$ cat src/rtl/motion_seq.sv
// motion_seq: turns a latched (shape, length, speed) command into
// step/dir pulse trains for a two-axis stepper stage.
//
// Ports:
//   clk, rst        : clock, async active-low reset
//   p1, p2, p3      : shape, length byte, speed byte
//   d_n             : parameter count from the receiver (==4 edge triggers)
//   go, abort       : re-run request, stop request
//   step_x/y, dir_x/y : registered stepper driver outputs
//   seg             : current segment index
//   busy, done, err : status
module motion_seq #(
  parameter int DIV_BASE  = 1843,
  parameter int SPD_MAX   = 20,
  parameter int STEP_UNIT = 16,
  parameter int PULSE_W   = 92,
  parameter int DIR_SETUP = 184
) (
  input  logic       clk,
  input  logic       rst,
  input  logic [7:0] p1,
  input  logic [7:0] p2,
  input  logic [7:0] p3,
  input  logic [3:0] d_n,
  input  logic       go,
  input  logic       abort,
  output logic       step_x,
  output logic       dir_x,
  output logic       step_y,
  output logic       dir_y,
  output logic [1:0] seg,
  output logic       busy,
  output logic       done,
  output logic       err
);

  localparam int SW = $clog2(DIR_SETUP + 1);

  typedef enum logic [2:0] {
    IDLE, LOAD, SETUP, RUN, NEXT, DONE
  } state_t;

  state_t state, state_n;

  logic [7:0]    shape;
  logic [7:0]    len;
  logic [6:0]    spd_b;
  logic [7:0]    spd;
  logic [15:0]   total;
  logic [15:0]   sc;
  logic [23:0]   period;
  logic [23:0]   pc;
  logic [SW-1:0] su_cnt;
  logic          d4_q;
  logic          trig;
  logic          bad;
  logic          pc_end;
  logic          sc_end;
  logic          su_end;
  logic          ax_x;
  logic          ax_y;
  logic          halt;

  assign trig   = ((d_n == 4'd4) && !d4_q) || go;
  assign bad    = (shape == 8'd0) || (shape > 8'd4)
               || (len == 8'd0);
  assign pc_end = pc == period - 24'd1;
  assign sc_end = sc == total - 16'd1;
  assign su_end = su_cnt == SW'(DIR_SETUP - 1);
  assign halt   = abort && (state != IDLE);

  // square alternates X/Y by segment parity
  assign ax_x = (shape == 8'd1) || (shape == 8'd4)
             || ((shape == 8'd3) && !seg[0]);
  assign ax_y = (shape == 8'd2) || (shape == 8'd4)
             || ((shape == 8'd3) && seg[0]);

  assign busy = state inside {LOAD, SETUP, RUN, NEXT};
  assign done = state == DONE;

  always_comb begin
    spd = {1'b0, spd_b};
    if (spd < 8'd1)
      spd = 8'd1;
    else if (spd > 8'(SPD_MAX))
      spd = 8'(SPD_MAX);
  end

  always_ff @(posedge clk or negedge rst) begin
    if (!rst)
      state <= IDLE;
    else
      state <= state_n;
  end

  always_comb begin
    state_n = state;
    unique case (state)
      IDLE:    if (trig) state_n = LOAD;
      LOAD:    state_n = bad ? IDLE : SETUP;
      SETUP:   if (su_end) state_n = RUN;
      RUN:     if (pc_end && sc_end) state_n = NEXT;
      NEXT:    state_n = ((shape == 8'd3) && (seg != 2'd3))
                         ? SETUP : DONE;
      DONE:    state_n = IDLE;
      default: state_n = IDLE;
    endcase
    if (halt)
      state_n = IDLE;
  end

  always_ff @(posedge clk or negedge rst) begin
    if (!rst) begin
      d4_q   <= 1'b0;
      shape  <= '0;
      len    <= '0;
      spd_b  <= '0;
      total  <= '0;
      period <= '0;
      pc     <= '0;
      sc     <= '0;
      su_cnt <= '0;
      seg    <= '0;
      step_x <= 1'b0;
      step_y <= 1'b0;
      dir_x  <= 1'b0;
      dir_y  <= 1'b0;
      err    <= 1'b0;
    end else begin
      d4_q   <= d_n == 4'd4;
      step_x <= 1'b0;
      step_y <= 1'b0;
      if (!halt) begin
        case (state)
          IDLE: if (trig) begin
            shape <= p1;
            len   <= p2;
            spd_b <= p3[7:1];
            err   <= 1'b0;
          end
          LOAD: begin
            if (bad) begin
              err <= 1'b1;
            end else begin
              total  <= 16'(len) * 16'(STEP_UNIT);
              period <= 24'(DIV_BASE)
                      * (24'(SPD_MAX + 1) - 24'(spd));
              seg    <= 2'd0;
              su_cnt <= '0;
            end
          end
          SETUP: begin
            su_cnt <= su_cnt + SW'(1);
            pc     <= '0;
            sc     <= '0;
            if (shape == 8'd3) begin
              case (seg)
                2'd0:    dir_x <= 1'b1;
                2'd1:    dir_y <= 1'b1;
                2'd2:    dir_x <= 1'b0;
                default: dir_y <= 1'b0;
              endcase
            end else begin
              if (shape != 8'd2) dir_x <= 1'b1;
              if (shape != 8'd1) dir_y <= 1'b1;
            end
          end
          RUN: begin
            step_x <= ax_x && (pc < 24'(PULSE_W));
            step_y <= ax_y && (pc < 24'(PULSE_W));
            if (pc_end) begin
              pc <= '0;
              sc <= sc + 16'd1;
            end else begin
              pc <= pc + 24'd1;
            end
          end
          NEXT: begin
            if ((shape == 8'd3) && (seg != 2'd3)) begin
              seg    <= seg + 2'd1;
              su_cnt <= '0;
            end
          end
          default: ;
        endcase
      end
    end
  end

endmodule
$ cat config.mk
export PLATFORM = sky130hd
export DESIGN_NAME = motion_seq
export DESIGN_NICKNAME = d
export VERILOG_FILES = /design/src/rtl/motion_seq.sv
export SDC_FILE = /design/constraint.sdc
export NUM_CORES = 1
export LEC_CHECK = 0
export CELL_PAD_IN_SITES_DETAIL_PLACEMENT = 0
export CELL_PAD_IN_SITES_GLOBAL_PLACEMENT = 1
export CORE_MARGIN = 10
export CORE_UTILIZATION = 49
export CTS_BUF_LIST = sky130_fd_sc_hd__clkbuf_4 sky130_fd_sc_hd__clkbuf_8
export DETAILED_ROUTE_END_ITERATION = 8
export GPL_ROUTABILITY_DRIVEN = 1
export HOLD_SLACK_MARGIN = 0.12
export MAX_ROUTING_LAYER = met4
export PLACE_DENSITY = 0.82
export SLEW_MARGIN = 20
export SYNTH_ARGS = -nofsm -noshare
export SYNTH_HDL_FRONTEND = slang
export SYNTH_SLANG_ARGS = --single-unit
$ cat constraint.sdc
create_clock -name clk -period 4.65 [get_ports clk]
set_input_delay 1.395 -clock clk [delete_from_list [all_inputs] [get_ports clk]]
set_output_delay 1.395 -clock clk [all_outputs]
set_load 0.02 [all_outputs]
==> results of run 1 <==
==> what timing repair did <==
item | 4_1_cts | 5_1_grt
buffers inserted | 0 | 1
gates resized for setup | 0 | 5
setup endpoints to repair | 0 | 1
==> cells in the mapped netlist (4+ instances only) <==
cell      count
dfrtp_1     110
nand2_1      92
inv_1        69
nor2_1       57
ha_1         54
clkbuf_1     45
nand3_1      39
o21ai_0      36
mux2_2       34
xnor2_1      33
a21oi_1      31
nor3_1       27
xor2_1       24
fa_1         21
and3_1       18
o21ai_1      17
nor4_1       16
a31oi_1      15
nand4_1      15
or3_1        13
or4_1        13
mux2i_1       9
nand4b_1      9
nand2b_1      5
nor3b_1       5
o211ai_1      5
o31ai_1       5
or4b_1        5
a21o_1        4
a22oi_1       4
nor2b_1       4
nor4_2        4
nor4b_1       4
o311ai_1      4
or2_2         4
==> where the power goes <==
part           internal [mW]  total, mW  switching (mW)
logic                  0.937       1.99            1.06
registers               1.12       1.36           0.241
clock network          0.257      0.618           0.361
total                   2.31       3.97            1.66
==> routing by layer <==
layer | vias up | wire length, um
met4 | 0 | 486
li1 | 3200 | -
met1 | 3105 | 8480
met5 | - | 0
met2 | 109 | 9090
met3 | 24 | 532
==> worst paths after layout <==
path	startpoint	end	slack, ns	cells past startpoint
setup / recovery	spd_b[1]$_DFFE_PN0P_	period[15]$_DFFE_PN0P_	0.20	17
hold / removal	shape[6]$_DFFE_PN0P_	shape[6]$_DFFE_PN0P_	0.51	1
setup reg to reg	spd_b[1]$_DFFE_PN0P_	period[15]$_DFFE_PN0P_	0.20	17
hold reg to reg	shape[6]$_DFFE_PN0P_	shape[6]$_DFFE_PN0P_	0.51	1
max in group asynchronous	rst	spd_b[2]$_DFFE_PN0P_	2.82	2
min in group asynchronous	rst	len[4]$_DFFE_PN0P_	1.04	1
==> layout make-up <==
cell class                      instances  area (um2)
Fill cell                            1501        7060
Clock inverter                          7        81.3
Tap cell                              216         270
Inverter                               69         259
Multi-Input combinational cell        683        4890
Sequential cell                       110        2750
Timing Repair Buffer                   53         505
Clock buffer                            9         124
==> cells by family (layout without fill, tap and decap cells) <==
group / after synthesis / after routing
DFF: 110 / 110
AOI/OAI and AO/OA: 143 / 143
xor gates and xnor gates: 57 / 57
adders and majority gates: 75 / 75
buffers and inverters: 117 / 138
other: 2 / 16
and+or+nand+nor: 348 / 348
muxes: 44 / 44
==> flip-flops by register name, summed over array words and instances (netlist names), 2 cells and up <==
register,flops
len,8
pc,24
period,20
sc,16
seg,2
shape,8
spd_b,7
state,3
su_cnt,8
total,8
==> results.toml, run 1 <==
[placement]
place_inst = 1130
post-dp-hpwl_mm = 14.1
port_buffers = 39
dpl-instance-area_mm2 = 0.00865
place_congestion = 0.877
dp_slack_ns = 0.103

[detailed_routing]
viasPerCell = 5.61
routedWlPerCell_um = 16.2
antenna_left = 0
postRouteWirelength_mm = 18.6
firstDrtPassIters = 5
drtIter0Drc = 458
vias = 6438
post-route-drc-count = 0

[sta]
fin_skew_ns = 0.0192
min_period_over_period_pct = 95.7
final_hold_viol_count = 0
tightest_slew_ns = 0.952
tns_ns = 0
layout_setup_ws_ns = 0.199
fmax_mhz = 225
relSlewSlack_pct = 36.1
drv_slew = 0
finalCriticalPeriod_ns = 4.45
setup_viol = 0
whs_ns = 0.511

[grt]
use_met1_pct = 22.4
antenna_found_initial = 0
grt-ovfl-total = 0
grt_pass1_vias = 6323
grt_pass1_wl_mm = 31.2
met2_usage_pct = 27.9
grt_busiest_layer = "met2"
grt_max_degree = 57
grt.total_usage_pct = 17.6
grtUsageMet3_pct = 3.02

[clock_tree]
cts_tree = "built"
htree_levels = 3
clock_path_buffers = 2
clock_latency_ns = 0.41
clockRootBuffer = "clkbuf_8"
clk_pin_slew_ns = 0.11
clkSinkCount = 110
cts_buffers = 9
postCtsHoldBufs = 0

[setup_path]
crit_buf_inv = 3
start_kind = "flop"
slowest_delay_ns = 0.54
cp.arrival_ns = 4.73
cp.required_ns = 4.93
cp_top_family = "adder cells"
slowest_stage = "fa_1"
worstPathMaxFanout = 6
end_kind = "flop"
cp_cell_sequence = "or2_2 > a21oi_1 > nor2_1 > nor2_1 > ha_1 > inv_1 > fa_1 > fa_1 > fa_1 > inv_1 > ha_1 > or3_1 > o31ai_2 > buf_4 > o21bai_1 > a211oi_2 > o31ai_1"
crit_type = "reg -> reg"
cp_common_cell = "fa_1"

[cells_and_area]
area_growth_pct = 10.9
fin_area_mm2 = 0.00888
layout_commonest_cell = "dfrtp_1"
finalCoreUtilization_pct = 55.7
fin_cells = 1147
drive_gt1_share_pct = 8.81
fin_nets = 1033
final_cell_mix = "dfrtp_1 (109), nand2_1 (92), inv_1 (69)"
antennaDiodeCount = 0

[floorplan]
die_w_um = 148
start_util_pct = 50.2
rows = 46
die_y_um = 148
fp.dieArea_mm2 = 0.0219
pin_count = 41
design.core.area_mm2 = 0.0159

[power_and_ir_drop]
leakage_nw = 4.03
power.density_mw_per_mm2 = 447
power_mw = 3.97
vdd_drop_max_mv = 0.214

[logic_synthesis]
yosysWarningCount = 0
ys_seq_area_share_pct = 34.4
synth_top_family_by_area = "simple AND/OR/NAND/NOR gates"
synth_top_cell_area_share_pct = 34.4
muxShareOfSynthArea_pct = 6.05
syn_area_per_cell_um2 = 8.94
synth_cell_types = 63
synthArstFlopShare_pct = 100
yosys.area_share.simple_pct = 23.3
synth-compound-area-share_pct = 10.8
ys_top_cells_by_area = "dfrtp_1 (34%), ha_1 (8.4%), fa_1 (5.2%), mux2_2 (4.8%), nand2_1 (4.3%)"
synth_cells = 896
synth_xor_area_share_pct = 6.23
synth-edff-count = 0
synth_flop_cell = "dfrtp_1"
yosysTopAreaCell = "dfrtp_1"
syn_area_mm2 = 0.00801
synth_adder_area_share_pct = 13.7
synth_seq_cells = 110

[flow_run]
max-cap-violations = 0

[worst_hold_path]
hp-class = "reg -> reg"

[run_status]
status = "finished, final reports clean"
Note: power is estimated with default switching activity, not from simulation.
==> inputs of run 2 (changes only) <==
--- a/config.mk
+++ b/config.mk
@@ -5,16 +5,19 @@
 export SDC_FILE = /design/constraint.sdc
 export NUM_CORES = 1
 export LEC_CHECK = 0
+export ABC_CLOCK_PERIOD_IN_PS = 4650
 export CELL_PAD_IN_SITES_DETAIL_PLACEMENT = 0
 export CELL_PAD_IN_SITES_GLOBAL_PLACEMENT = 1
 export CORE_MARGIN = 10
 export CORE_UTILIZATION = 49
 export CTS_BUF_LIST = sky130_fd_sc_hd__clkbuf_4 sky130_fd_sc_hd__clkbuf_8
+export CTS_CLUSTER_DIAMETER = 100
 export DETAILED_ROUTE_END_ITERATION = 8
 export GPL_ROUTABILITY_DRIVEN = 1
 export HOLD_SLACK_MARGIN = 0.12
 export MAX_ROUTING_LAYER = met4
 export PLACE_DENSITY = 0.82
+export SETUP_SLACK_MARGIN = 0.1
 export SLEW_MARGIN = 20
 export SYNTH_ARGS = -nofsm -noshare
 export SYNTH_HDL_FRONTEND = slang
==> run 2 against run 1 <==
Clock skew is 0.00092 ns lower. Die area did not move. Sequential share of layout area fell by 0.13 points. Clock power about the same. Final area is 0.44% higher. Register-to-register slack improved by 0.02 ns. Total power increased by 0.91%. Count of clock-buffer cells in the layout is the same. Combinational power grew 2%. Non-clock buffer count increased by 3. Maximum frequency rose by 0.47%. Cell count rose by 0.26%.
==> results.toml, run 2 (synthesized netlist as in run 1, its figures left out) <==
[cells_and_area]
final_cell_mix = "dfrtp_1 (109), nand2_1 (92), inv_1 (68)"
layout_commonest_cell = "dfrtp_1"
largest_reg_flops = 24
antennaDiodeCount = 0
fin_nets = 1036
top_register = "pc"
top_regs = "pc: 24 flops, period: 20 flops, sc: 16 flops"
drive_gt1_share_pct = 9.74
area_growth_pct = 11.4

[sta]
drv_slew = 0
tns_ns = 0
fin_skew_ns = 0.0183
rsz0062_at_grt = "true"
setup_viol = 0
tightest_slew_ns = 0.952
final_hold_viol_count = 0
layout_setup_ws_ns = 0.220
relSlewSlack_pct = 36.1
finalCriticalPeriod_ns = 4.43
min_period_over_period_pct = 95.3
fmax_mhz = 226

[worst_hold_path]
hp-class = "reg -> reg"
min_from = "shape[6]$_DFFE_PN0P_"
hold_end = "shape[6]$_DFFE_PN0P_"
min_path_cells = 1

[floorplan]
design.core.area_mm2 = 0.0159
die_y_um = 148
fp.dieArea_mm2 = 0.0219
pin_count = 41
rows = 46
die_w_um = 148
start_util_pct = 50.2

[placement]
place_congestion = 0.877
dp_slack_ns = 0.103
port_buffers = 39
post-dp-hpwl_mm = 14.1

[power_and_ir_drop]
vdd_drop_max_mv = 0.216
leakage_nw = 4.04
power_mw = 4.00
power.density_mw_per_mm2 = 449

[clock_tree]
cts_tree = "built"
clock_path_buffers = 2
clockRootBuffer = "clkbuf_8"
htree_levels = 3
postCtsHoldBufs = 0
clk_pin_slew_ns = 0.11
clock_latency_ns = 0.40
clkSinkCount = 110
cts_buffers = 9

[detailed_routing]
post-route-drc-count = 0
firstDrtPassIters = 5
wl_met3_um = 548
antenna_left = 0
dr_wl_met2_mm = 9.11
viasPerCell = 5.63
wl_met1_mm = 8.53
routedWlPerCell_um = 16.2
vias = 6473
postRouteWirelength_mm = 18.7
highest_layer = "met4"
drtIter0Drc = 474

[setup_path]
r2r-end = "period[15]$_DFFE_PN0P_"
timing.rr.start = "spd_b[1]$_DFFE_PN0P_"
cp.arrival_ns = 4.71
r2r_cells = 17
worstPathMaxFanout = 6
crit_type = "reg -> reg"
cp.required_ns = 4.93
r2r_slack_ns = 0.22
start_kind = "flop"
end_kind = "flop"

[grt]
grt_pass1_vias = 6323
antenna_found_initial = 0
grt_pass1_wl_mm = 31.2
grt_max_degree = 57
grt.total_usage_pct = 17.6
grt-ovfl-total = 0

[flow_run]
max-cap-violations = 0

[run_status]
status = "finished, final reports clean"
run 2: cell types whose count changed in the layout (fill, tap and decap cells not counted), sizes merged:
cell / delta
buf: +3
run 2: report_power, final:
part	internal, mW	switching [mW]	leakage, nW
Sequential	1.12	0.242	1.45
Clock	0.257	0.359	0.0993
Combinational	0.962	1.07	2.49
run 2: area by class of cell:
cell class                      instances  area, um2
Fill cell                            1500       7020
Multi-Input combinational cell        683       4900
Sequential cell                       110       2750
Timing Repair Buffer                   56        528
Tap cell                              216        270
Inverter                               69        259
Clock buffer                            9        124
Clock inverter                          7       81.3
run 2: per-layer routing:
| layer | global-route usage [%] | vias to the layer above |
|---|---|---|
| met3 | 3.02 | 24 |
| met5 | - | - |
| met2 | 27.9 | 101 |
| met1 | 22.4 | 3134 |
| met4 | 6.14 | 0 |
| li1 | - | 3214 |
run 2: what timing repair did:
item / 4_1_cts / 5_1_grt
buffers inserted: 0 / 4
endpoints found under the setup margin: 0 / 3
endpoints found under the hold margin: 0 / 0
gates resized for setup: 0 / 12
run 2: worst max path at each step:
stage | startpoint | end | cells past startpoint
final | spd_b[1]$_DFFE_PN0P_ | period[15]$_DFFE_PN0P_ | 17
after global routing | spd_b[1]$_DFFE_PN0P_ | period[15]$_DFFE_PN0P_ | 17
after CTS | spd_b[2]$_DFFE_PN0P_ | period[15]$_DFFE_PN0P_ | 16
after detailed placement | spd_b[2]$_DFFE_PN0P_ | period[15]$_DFFE_PN0P_ | 16
after global placement | spd_b[2]$_DFFE_PN0P_ | period[15]$_DFFE_PN0P_ | 17
after floorplan | spd_b[1]$_DFFE_PN0P_ | period[15]$_DFFE_PN0P_ | 16
run 2: critical path, cell delays in order (launching register included):
cell and delay (ns):
dfrtp_1 0.45, or2_2 0.32, a21oi_2 0.13, nor2_1 0.05, nor2_1 0.16, ha_1 0.20
inv_2 0.06, fa_1 0.48, fa_1 0.50, fa_1 0.54, inv_1 0.04, ha_2 0.19
or3_1 0.38, o31ai_2 0.25, buf_4 0.16, o21bai_1 0.08, a211oi_2 0.24, o31ai_2 0.09
run 2: stage by stage:
stage                     instance area (um2)  cells  hold WS [ns]  util, %
final                                    8920   1150         0.511     55.9
after global routing                     8920   1150         0.538     55.9
after CTS                                8850   1146         0.510     55.5
after detailed placement                 8650   1130         0.485     54.2
after global placement                   8650   1130         0.483     54.2
after floorplan                          8060    910         0.470        -
==> inputs of run 3 (changes only) <==
==> constraint.sdc (replaced) <==
create_clock -name clk -period 4.65 [get_ports clk]
set_input_delay 0.93 -clock clk [delete_from_list [all_inputs] [get_ports clk]]
set_output_delay 0.93 -clock clk [all_outputs]
set_load 0.02 [all_outputs]
==> run 3 against run 2 <==
Setup slack better by 0.099 ns. Die area did not move. Critical path depth shrank 1. Total power hardly changed. Maximum frequency grew 2.3%. First-iteration DRC count decreased by 16%. Via count barely moved. Register-to-register slack improved by 0.099 ns. Clock skew shrank 0.0022 ns. Sequential power about the same. Combinational power shrank 2%. Global-route usage is 0.087 points lower. Critical path type unchanged. Largest cell class unchanged. Highest routed layer unchanged.
==> results.toml, run 3 (synthesized netlist as in run 1, its figures left out) <==
[floorplan]
die_w_um = 148
fp.dieArea_mm2 = 0.0219
pin_count = 41
rows = 46
design.core.area_mm2 = 0.0159
die_y_um = 148
start_util_pct = 50.2

[detailed_routing]
antenna_left = 0
firstDrtPassIters = 5
postRouteWirelength_mm = 18.3
vias = 6477
viasPerCell = 5.66
drtIter0Drc = 397
routedWlPerCell_um = 16.0
post-route-drc-count = 0

[clock_tree]
clock_latency_ns = 0.40
clockRootBuffer = "clkbuf_8"
cts_buffers = 9
clkSinkCount = 110
cts_tree = "built"
htree_levels = 3
clock_path_buffers = 2
clk_pin_slew_ns = 0.10
postCtsHoldBufs = 0

[power_and_ir_drop]
power.density_mw_per_mm2 = 451
power_mw = 4.01
vdd_drop_max_mv = 0.242
leakage_nw = 4.02

[grt]
grt_pass1_vias = 6294
grt-ovfl-total = 0
grt.total_usage_pct = 17.5
grt_max_degree = 50
antenna_found_initial = 0
grt_pass1_wl_mm = 31.1

[setup_path]
worstPathMaxFanout = 6
end_kind = "flop"
slowest_stage = "fa_1"
cp.arrival_ns = 4.60
cp_cell_sequence = "or2_2 > a21oi_1 > nor2_1 > nor2_1 > ha_1 > inv_1 > fa_1 > fa_1 > fa_1 > inv_1 > ha_1 > or3_1 > o31ai_4 > o21bai_1 > a211oi_1 > o31ai_1"
start_kind = "flop"
cp.required_ns = 4.92
crit_type = "reg -> reg"
slowest_delay_ns = 0.54
cp_common_cell = "fa_1"

[placement]
port_buffers = 39
post-dp-hpwl_mm = 14.1
dp_slack_ns = 0.167
place_congestion = 0.896

[sta]
fmax_mhz = 231
min_period_over_period_pct = 93.1
final_hold_viol_count = 0
relSlewSlack_pct = 36.6
tns_ns = 0
finalCriticalPeriod_ns = 4.33
tightest_slew_ns = 0.944
rsz0062_at_grt = "true"
whs_ns = 0.391
layout_setup_ws_ns = 0.319
fin_skew_ns = 0.0161
drv_slew = 0
setup_viol = 0

[cells_and_area]
seq_area_mm2 = 0.00275
antennaDiodeCount = 0
largest_reg_flops = 24
fin_nets = 1030
fillCellCount = 1511
final_cell_mix = "dfrtp_1 (110), nand2_1 (92), inv_1 (69)"
multi_input_area_mm2 = 0.00489
top_register = "pc"
layout_commonest_cell = "dfrtp_1"
area_growth_pct = 10.8
top_regs = "pc: 24 flops, period: 20 flops, sc: 16 flops"
drive_gt1_share_pct = 8.41
finalCoreUtilization_pct = 55.7

[flow_run]
max-cap-violations = 0

[run_status]
status = "finished, final reports clean"

[worst_hold_path]
hp-class = "in -> async"
run 3: path summary, 6_finish.rpt:
| kind | endpoint | cells past startpoint | slack (ns) | start |
|---|---|---|---|---|
| worst max-delay path | period[15]$_DFFE_PN0P_ | 16 | 0.32 | spd_b[1]$_DFFE_PN0P_ |
| worst min-delay path | len[4]$_DFFE_PN0P_ | 1 | 0.39 | rst |
| worst max register to register | period[15]$_DFFE_PN0P_ | 16 | 0.32 | spd_b[1]$_DFFE_PN0P_ |
| worst min register to register | shape[6]$_DFFE_PN0P_ | 1 | 0.51 | shape[6]$_DFFE_PN0P_ |
| max in group asynchronous | pc[14]$_DFFE_PN0P_ | 2 | 3.36 | rst |
| min in group clk | shape[6]$_DFFE_PN0P_ | 1 | 0.51 | shape[6]$_DFFE_PN0P_ |
run 3: routing by layer:
metal	vias to the layer above	GRT usage (%)	routed length, um
met1	3165	22.9	8530
li1	3204	-	-
met2	85	27.3	8920
met4	0	5.65	407
met3	23	2.81	484
met5	-	-	0
run 3: cell type report:
cell class | instances | share of cell area (%)
Clock buffer | 9 | 1.40
Clock inverter | 7 | 1.17
Inverter | 69 | 2.92
Multi-Input combinational cell | 683 | 55.2
Sequential cell | 110 | 31.0
Tap cell | 216 | 3.05
Timing Repair Buffer | 50 | 5.30
run 3: repair_timing:
item | 4_1_cts | 5_1_grt
setup buffers | 0 | 0
endpoints found under the setup margin | 0 | 4
gates resized for setup | 0 | 5
run 3: critical path, delay by kind of cell, from the launching register on:
kind / cells / cell delay, ns
adders and majority gates: 5 / 1.91
and+or+nand+nor: 4 / 0.92
AOI/OAI and AO/OA: 5 / 0.81
DFF: 1 / 0.44
buffers and inverters: 2 / 0.13
run 3: power by group:
part / internal (mW) / switching, mW / leakage [nW] / total [mW]
Sequential: 1.12 / 0.238 / 1.45 / 1.35
Combinational: 0.927 / 1.06 / 2.46 / 1.99
Clock: 0.311 / 0.356 / 0.108 / 0.667
Total: 2.35 / 1.65 / 4.02 / 4.01
run 3: metrics by stage:
step | instance area [um2] | std cells
after global placement | 8620 | 1128
after CTS | 8850 | 1144
after detailed placement | 8620 | 1128
after global routing | 8870 | 1144
final | 8870 | 1144
after floorplan | 8060 | 910
